$ cat src/rtl/fsm_serial_stimulus_tx.sv
// Serializes a parallel word MSB-first onto x_out with framing strobes and an idle gap.
// Optional even-parity bit after bit 0 when SERIAL_PARITY_EN is defined.
module fsm_serial_stimulus_tx #(
  parameter int unsigned WIDTH = 8,
  parameter int unsigned GAP   = 2
) (
  input  logic             CLK,
  input  logic             Reset,
  input  logic             load,
  input  logic [WIDTH-1:0] data_in,
  output logic             ready,
  output logic             x_out,
  output logic             busy,
  output logic             frame_start,
  output logic             done
);

  localparam int unsigned CW = $clog2(WIDTH);

  localparam logic [1:0] StIdle   = 2'd0;
  localparam logic [1:0] StShift  = 2'd1;
  localparam logic [1:0] StGap    = 2'd3;
`ifdef SERIAL_PARITY_EN
  localparam logic [1:0] StParity = 2'd2;
`endif

  logic [1:0]       state_q, state_d;
  logic [WIDTH-2:0] shreg_q, shreg_d;
  logic [CW-1:0]    bitcnt_q, bitcnt_d;
  logic [3:0]       gapcnt_q, gapcnt_d;
  logic             ready_q, ready_d;
  logic             x_q, x_d;
  logic             busy_q, busy_d;
  logic             fs_q, fs_d;
  logic             done_q, done_d;
  logic             frame_end;
`ifdef SERIAL_PARITY_EN
  logic             parity_q, parity_d;
`endif

  always_comb begin
    state_d   = state_q;
    shreg_d   = shreg_q;
    bitcnt_d  = bitcnt_q;
    gapcnt_d  = gapcnt_q;
    ready_d   = ready_q;
    x_d       = x_q;
    busy_d    = busy_q;
    fs_d      = fs_q;
    done_d    = done_q;
    frame_end = 1'b0;
`ifdef SERIAL_PARITY_EN
    parity_d  = parity_q;
`endif

    case (state_q)
      StIdle: begin
        if (load && ready_q) begin
          shreg_d  = data_in[WIDTH-2:0];
          x_d      = data_in[WIDTH-1];
          fs_d     = 1'b1;
          done_d   = 1'b0;
          ready_d  = 1'b0;
          busy_d   = 1'b1;
          bitcnt_d = CW'(WIDTH - 1);
          state_d  = StShift;
`ifdef SERIAL_PARITY_EN
          parity_d = ^data_in;
`endif
        end else begin
          // First edge after reset release raises ready here.
          ready_d = 1'b1;
        end
      end

      StShift: begin
        fs_d = 1'b0;
        if (bitcnt_q != '0) begin
          x_d      = shreg_q[WIDTH-2];
          shreg_d  = shreg_q << 1;
          bitcnt_d = bitcnt_q - CW'(1);
`ifndef SERIAL_PARITY_EN
          done_d   = (bitcnt_q == CW'(1));
`endif
        end else begin
`ifdef SERIAL_PARITY_EN
          x_d     = parity_q;
          done_d  = 1'b1;
          state_d = StParity;
`else
          frame_end = 1'b1;
`endif
        end
      end

`ifdef SERIAL_PARITY_EN
      StParity: frame_end = 1'b1;
`endif

      StGap: begin
        if (gapcnt_q == 4'd0) begin
          state_d = StIdle;
          ready_d = 1'b1;
          busy_d  = 1'b0;
        end else begin
          gapcnt_d = gapcnt_q - 4'd1;
        end
      end

      default: state_d = StIdle;
    endcase

    if (frame_end) begin
      done_d = 1'b0;
      x_d    = 1'b0;
      if (GAP > 0) begin
        state_d  = StGap;
        gapcnt_d = 4'(GAP - 1);
      end else begin
        state_d = StIdle;
        ready_d = 1'b1;
        busy_d  = 1'b0;
      end
    end
  end

  always_ff @(posedge CLK or negedge Reset) begin
    if (!Reset) begin
      state_q  <= StIdle;
      shreg_q  <= '0;
      bitcnt_q <= '0;
      gapcnt_q <= '0;
      ready_q  <= 1'b0;
      x_q      <= 1'b0;
      busy_q   <= 1'b0;
      fs_q     <= 1'b0;
      done_q   <= 1'b0;
`ifdef SERIAL_PARITY_EN
      parity_q <= 1'b0;
`endif
    end else begin
      state_q  <= state_d;
      shreg_q  <= shreg_d;
      bitcnt_q <= bitcnt_d;
      gapcnt_q <= gapcnt_d;
      ready_q  <= ready_d;
      x_q      <= x_d;
      busy_q   <= busy_d;
      fs_q     <= fs_d;
      done_q   <= done_d;
`ifdef SERIAL_PARITY_EN
      parity_q <= parity_d;
`endif
    end
  end

  assign ready       = ready_q;
  assign x_out       = x_q;
  assign busy        = busy_q;
  assign frame_start = fs_q;
  assign done        = done_q;

endmodule

$ cat config.mk
export PLATFORM = sky130hd
export DESIGN_NAME = fsm_serial_stimulus_tx
export DESIGN_NICKNAME = d
export VERILOG_FILES = /design/src/rtl/fsm_serial_stimulus_tx.sv
export SDC_FILE = /design/constraint.sdc
export NUM_CORES = 1
export LEC_CHECK = 0
export CAP_MARGIN = 30
export CORE_ASPECT_RATIO = 0.8
export CORE_MARGIN = 1
export CORE_UTILIZATION = 55
export DETAILED_ROUTE_END_ITERATION = 7
export PLACE_DENSITY_LB_ADDON = 0.1
export SETUP_SLACK_MARGIN = 0.02
export SYNTH_ARGS = -nofsm -noshare
export SYNTH_HDL_FRONTEND = slang
export SYNTH_SLANG_ARGS = --single-unit
$ cat constraint.sdc
create_clock -name CLK -period 3.9 [get_ports CLK]
set_input_delay 0.78 -clock CLK [delete_from_list [all_inputs] [get_ports CLK]]
set_output_delay 0.78 -clock CLK [all_outputs]
set_load 0.005 [all_outputs]
==> metrics.md, run 1 <==
| Metric | Value |
|---|---|
| Status | finished, final reports clean |
| Dpl ws | 1.582 ns |
| Synth Area in Simple Gates | 0.2108 |
| Layout cells sized above 1 | 0.09449 |
| CP top delay family | buffers and inverters |
| DRC Markers | 0 |
| Hold Slack | 0.4971 ns |
| Register area | 525.5 um^2 |
| Leakage | 0.5909 nW |
| CTS buffer count | 3 |
| Port bufs | 15 |
| Syn nets | 129 |
| Crit-path cells | clkdlybuf4s50_1 |
| Row Count | 14 |
| Most frequent cell after synthesis | nand2_1 |
| Congestion Overflow GR | 0 |
| Worst min path class | reg -> reg |
| Vias/cell | 5.318 |
| Final Max Slew Viols | 0 |
| Fin. Hold Viols | 0 |
| Hold_buf cts | 0 |
| Later-pin clock latency in the skew report | 0.31 ns |
| Crit path max fanout | 4 |
| DRT Pass-1 Iters | 4 |
| Synth Instances | 113 |
| Peak VDD IR | 0.4018 mV |
| GP Congestion | 0.8104 |
| Vias | 803 |
| Max stage delay on crit path | 0.52 ns |
| Die width | 51.83 um |
| RSZ-0062 raised after global routing | no |
| Die height | 41.86 um |
| Data required time of the critical path | 3.12 ns |
| DRT antenna net count | 0 |
| Warnings, synthesis | 0 |
| Total power draw | 926.9 uW |
| Post-synth top area share | 0.4811 |
| Post-synth top area cell | dfrtp_1 |
| Initial antenna violation count | 0 |
| Top post-synthesis cells by area | dfrtp_1 (48%), nand2_1 (9.3%), mux2_2 (6.2%), ha_1 (5.7%), nor2_1 (2.4%) |
| Compound-Gate Fraction of Synth Area | 0.09966 |
| Average wire per standard cell | 13.72 um |
| Clk Tree Root Cell | clkbuf_4 |
| Syn Std Cell Area | 1092 um^2 |
| DRT iter0 DRCs | 25 |
| Largest family of logic cells by synthesized area | simple AND/OR/NAND/NOR gates |
| Setup crit start kind | flop |
| Post-route clock period utilization | 0.5150 |
| Distinct cells, synth | 29 |
| WP data arrival | 1.23 ns |
| Multi-input gate area | 513.0 um^2 |
| Fillers | 169 |
| Setup TNS | 0 ns |
| Metal3 WL | 81 um |
| Setup slack after layout | 1.892 ns |
| Critical path buffers and inverters | 1 |
| I/O pins | 16 |
| Final Skew | 0.008184 ns |
| Global-route wire length before repair | 3456 um |
| Most frequent cells after synthesis | nand2_1 (27), dfrtp_1 (21), nor2_1 (7) |
| H-tree depth | 1 |
| Initial core utilization | 0.5828 |
| Number of flops mapped to enable cells by yosys | 0 |
| M1 wire length | 1013 um |
| Asr flop ratio synth | 1.000 |
| Max stage delay cell, worst path | clkdlybuf4s50_1 |
| Final min period | 2.008 ns |
| Vias in the first global route | 783 |
| Fmax | 0.4979 GHz |
| Maxcap violations | 0 |
| P per Cell Area | 731.3 nW/um^2 |
| Clock tree buffer depth | 2 |
| Worst setup path class | reg -> out |
| Syn avg cell area | 9.666 um^2 |
| Synth Register Bits | 21 |
| Pin count of the biggest net entering global routing | 22 |
| Number of setup violations in the final report | 0 |
| Worst slew margin | 0.3896 |
| Worst-margin pin slew | 0.9128 ns |
| Dominant synthesized flop cell | dfrtp_1 |
| Number of post-CTS setup repair buffers | 0 |
| Met2 WL | 963 um |
| Stages on worst setup path | 1 |
| R2r worst-path depth | 4 |
| Post-synthesis adder-cell area fraction | 0.05727 |
| Total GRT Usage | 0.2206 |
| Multiplexer share of the synthesized area | 0.08591 |
| Highest routed layer | met4 |
| Worst-path clk slew | 0.12 ns |
| Final net count | 144 |
| Core box area | 1874 um^2 |
| Die ar. | 2169 um^2 |
| Layout area overhead | 16.04% |
| CTS tree | done |
| XOR/XNOR Fraction of Synth Area | 0.01604 |
| Post_cts resized | 0 |
| CTS sink cnt | 21 |
| Dpl hpwl | 1457 um |
| Routed WL | 2072 um |
| Register area share after synthesis | 0.4811 |
| ANT cells | 0 |
| Crit end category | primary output |
| Hold Path Cell Cnt | 2 |
-- worst paths after layout --
kind,from,slack [ns],to
max,ready,1.89,ready
min,x_out,0.50,x_out
max reg2reg,state_q[0],2.08,gapcnt_q[2]
min reg2reg,x_out,0.50,x_out
max in group asynchronous,Reset,2.37,shreg_q[1]
min in group asynchronous,Reset,0.97,state_q[0]
-- report_power, final --
group / internal [mW] / leakage (nW) / switching [mW]
Sequential: 0.310 / 0.257 / 0.0814
Clock: 0.0399 / 0.0150 / 0.0654
Combinational: 0.218 / 0.319 / 0.213
-- worst min-delay path: stages, from the launching register on --
cell and delay (ns):
dfrtp_1 0.36, nand2_1 0.05, o21ai_0 0.06
-- layer usage --
| metal | global-route usage | up-vias |
|---|---|---|
| li1 | - | 408 |
| met1 | 0.3046 | 376 |
| met2 | 0.3410 | 17 |
| met3 | 0.06593 | 2 |
| met4 | 0.04865 | 0 |
| met5 | 0 | - |
-- layout by cell type (no fill, tap or decap) --
cell type,count
o21a_1,1
nor2_1,7
or2_1,2
a22o_1,1
nor3b_1,1
o21ai_1,2
nand2b_1,2
o21ai_0,5
mux2_4,1
o311ai_1,1
clkbuf_1,1
a22oi_1,3
xnor2_1,2
a21oi_1,2
o22ai_1,1
ha_1,5
nor2b_2,1
inv_1,6
clkbuf_4,3
o32a_1,1
mux2_2,6
nor2_8,1
nand2_1,27
dfrtp_1,21
nand3_1,5
nor3_1,2
nor2b_1,1
clkdlybuf4s50_1,15
mux2_1,1
-- flip-flops by register name, indices dropped and copies added (netlist names) --
signal,cells
shreg_q,7
gapcnt_q,4
bitcnt_q,3
state_q,2
busy,1
done,1
frame_start,1
ready,1
x_out,1
-- cell type report --
type,count,area share
repair buffers,15,0.1185
flip-flops and latches,21,0.4146
clock buffers,4,0.02073
inverters,6,0.01777
multi-input cells,81,0.4047
well taps,24,0.02369
-- cells by family after synthesis --
| logic type | count (synthesis) |
|---|---|
| XOR/XNOR | 2 |
| buffers and inverters | 11 |
| AND/OR/NAND/NOR | 49 |
| flip-flops | 21 |
| adder cells (fa/ha/maj) | 5 |
| multiplexers | 8 |
| AO/OA/AOI/OAI | 17 |
-- metrics by stage --
step	instances	util	area, um^2
global placement	147	0.6622	1241
detailed placement	147	0.6622	1241
finish	151	0.6762	1267
global route	151	0.6762	1267
floorplan	113	-	1092
CTS	151	0.6762	1267
No activity file was read; power rests on OpenSTA's default activity.
==> run 2: changes to the inputs <==
--- a/config.mk
+++ b/config.mk
@@ -8,7 +8,7 @@
 export CAP_MARGIN = 30
 export CORE_ASPECT_RATIO = 0.8
 export CORE_MARGIN = 1
-export CORE_UTILIZATION = 55
+export CORE_UTILIZATION = 52
 export DETAILED_ROUTE_END_ITERATION = 7
 export PLACE_DENSITY_LB_ADDON = 0.1
 export SETUP_SLACK_MARGIN = 0.02
==> constraint.sdc (replaced) <==
create_clock -name CLK -period 1.92 [get_ports CLK]
set_input_delay 0.384 -clock CLK [delete_from_list [all_inputs] [get_ports CLK]]
set_output_delay 0.384 -clock CLK [all_outputs]
set_load 0.005 [all_outputs]
==> metrics.md, run 2 (synthesized netlist as in run 1, its figures left out) <==
| Metric | Value |
|---|---|
| Worst-path clk slew | 0.12 ns (about the same) |
| Number of post-CTS setup repair buffers | 0 (unchanged) |
| Routed WL | 1840 um (-11%) |
| Hold_buf cts | 0 (unchanged) |
| Number of setup violations in the final report | 0 (unchanged) |
| Post_cts resized | 0 (unchanged) |
| Worst min path class | in -> async |
| DRT iter0 DRCs | 14 (-44%) |
| Net switching power figure | 706.5 uW (+96%) |
| Vias/cell | 5.130 (-3.5%) |
| Crit path max fanout | 8 (+4) |
| Total GRT Usage | 0.1954 (-0.02524) |
| Most flop-heavy register | shreg_q |
| Gate power share | 0.466 (about the same) |
| Maxcap violations | 0 (unchanged) |
| DRC Markers | 0 (unchanged) |
| GP Congestion | 0.8522 (+5.2%) |
| Worst-margin pin slew | 0.4779 ns (-0.4348 ns) |
| Setup TNS | 0 ns (unchanged) |
| WP data arrival | 1.99 ns (+0.76 ns) |
| Fin. Hold Viols | 0 (unchanged) |
| P_int | 1.171 mW (+110%) |
| Dpl hpwl | 1290 um (-11%) |
| Status | finished, final reports clean |
| Hold Slack | 0.4030 ns (-0.09410 ns) |
| ANT cells | 0 (unchanged) |
| Later-pin clock latency in the skew report | 0.31 ns (about the same) |
| CTS buffer count | 3 (unchanged) |
| Post-route clock period utilization | 0.9338 |
| Fmax | 0.5578 GHz |
| Worst setup path class | reg -> reg |
| Data required time of the critical path | 2.11 ns (-1.01 ns) |
| Clk Tree Root Cell | clkbuf_4 |
| Initial core utilization | 0.5669 (-0.01589) |
| Clock tree buffer depth | 2 (unchanged) |
| CTS tree | done |
| Layout area overhead | 18.10% |
| Post-layout util | 0.6695 (-0.006754) |
| Row Count | 14 (unchanged) |
| Port bufs | 15 (unchanged) |
| DRT antenna net count | 0 (unchanged) |
| Fillers | 164 (-3.0%) |
| RSZ-0062 raised after global routing | no |
| Setup crit start kind | flop |
| Die width | 53.24 um (+2.7%) |
| Pin count of the biggest net entering global routing | 22 (unchanged) |
| Register area | 525.5 um^2 (unchanged) |
| Core box area | 1927 um^2 (+2.8%) |
| Average wire per standard cell | 11.95 um (-13%) |
| Most common cell after layout, fill and taps aside | nand2_1 |
| Leakage | 0.6049 nW (+2.4%) |
| Vias | 790 (-1.6%) |
| Die height | 43.00 um (+2.7%) |
| Final non-filler cell total | 154 (+2.0%) |
| Congestion Overflow GR | 0 (unchanged) |
| Vias in the first global route | 705 (-10%) |
| Clock Power Share | 0.114 (about the same) |
| Die ar. | 2289 um^2 (+5.5%) |
| DRT Pass-1 Iters | 4 (unchanged) |
| Sequential power share | 0.419 (-0.003) |
| Post-Place Cells | 150 (+2.0%) |
| Final net count | 147 (+2.1%) |
| Final Skew | 0.01131 ns (+0.003123 ns) |
| Initial antenna violation count | 0 (unchanged) |
| Biggest regs | shreg_q: 7 flops, gapcnt_q: 4 flops, bitcnt_q: 3 flops |
| CTS sink cnt | 21 (unchanged) |
| P per Cell Area | 1456 nW/um^2 (+99%) |
| Final Max Slew Viols | 0 (unchanged) |
| Switching share of power | 0.3762 (-0.01177) |
| Global-route wire length before repair | 3174 um (-8.2%) |
| Largest register FFs | 7 (unchanged) |
| Worst slew margin | 0.6807 (+0.2911) |
| H-tree depth | 1 (unchanged) |
| Crit end category | flop |
| Final min period | 1.793 ns |
| I/O pins | 16 (unchanged) |
| Peak VDD IR | 0.8760 mV (+120%) |
| Layout cells sized above 1 | 0.1154 (+0.02090) |
| Multi-input gate area | 513.0 um^2 (unchanged) |
| Most frequent cells in the layout | nand2_1 (27), dfrtp_1 (21), clkdlybuf4s50_1 (15), nor2_1 (7) |
==> run 2: cell count changes in the layout (fill, tap and decap cells not counted), sizes merged <==
cell,previous run,this run
buf,0,3
==> run 2: per-stage QoR <==
stage	worst slack [ns]	area [um^2]	total power, mW
final	0.1271	1290	1.878
after global routing	0.02446	1290	2.060
after CTS	0.1216	1290	1.887
after detailed placement	0.03071	1264	1.673
after global placement	0.04046	1264	1.641
after floorplan	0.2655	1092	1.428
==> run 2: path summary, 6_finish.rpt <==
kind | from | slack [ns] | to | cells after the start
worst max-delay path | bitcnt_q[0] | 0.13 | shreg_q[5] | 6
worst min-delay path | Reset | 0.40 | shreg_q[0] | 2
worst max register to register | bitcnt_q[0] | 0.13 | shreg_q[5] | 6
worst min register to register | bitcnt_q[1] | 0.51 | bitcnt_q[1] | 1
max in group asynchronous | Reset | 1.29 | gapcnt_q[0] | 2
min in group CLK | bitcnt_q[1] | 0.51 | bitcnt_q[1] | 1
==> run 2: per-layer routing <==
layer / up-vias / share of wire / global-route usage
met5: - / 0 / 0
met4: 0 / 0.0060 / 0.05789
met3: 2 / 0.043 / 0.06452
met2: 16 / 0.41 / 0.2625
met1: 362 / 0.54 / 0.2947
li1: 410 / - / -
==> run 2: worst max-delay path: stages (launching register included) <==
cell and delay [ns]:
dfrtp_1 0.41, inv_1 0.08, ha_1 0.20, nor2b_2 0.18, mux2_4 0.29, nor2_8 0.16, mux2_2 0.35
==> run 2: cell type report <==
class,count,area share
tap,24,0.02328
inverter,6,0.01746
timing repair buffer,18,0.1339
multi-input combinational,81,0.3977
clock buffer,4,0.02037
sequential,21,0.4074
==> run 2: power by group through the flow <==
stage               logic (mW)  registers [mW]  clock network, mW
finish                   0.876           0.787              0.215
global route              1.00           0.817              0.240
CTS                      0.881           0.786              0.219
detailed placement       0.877           0.796                  0
global placement         0.853           0.788                  0
floorplan                0.683           0.745                  0
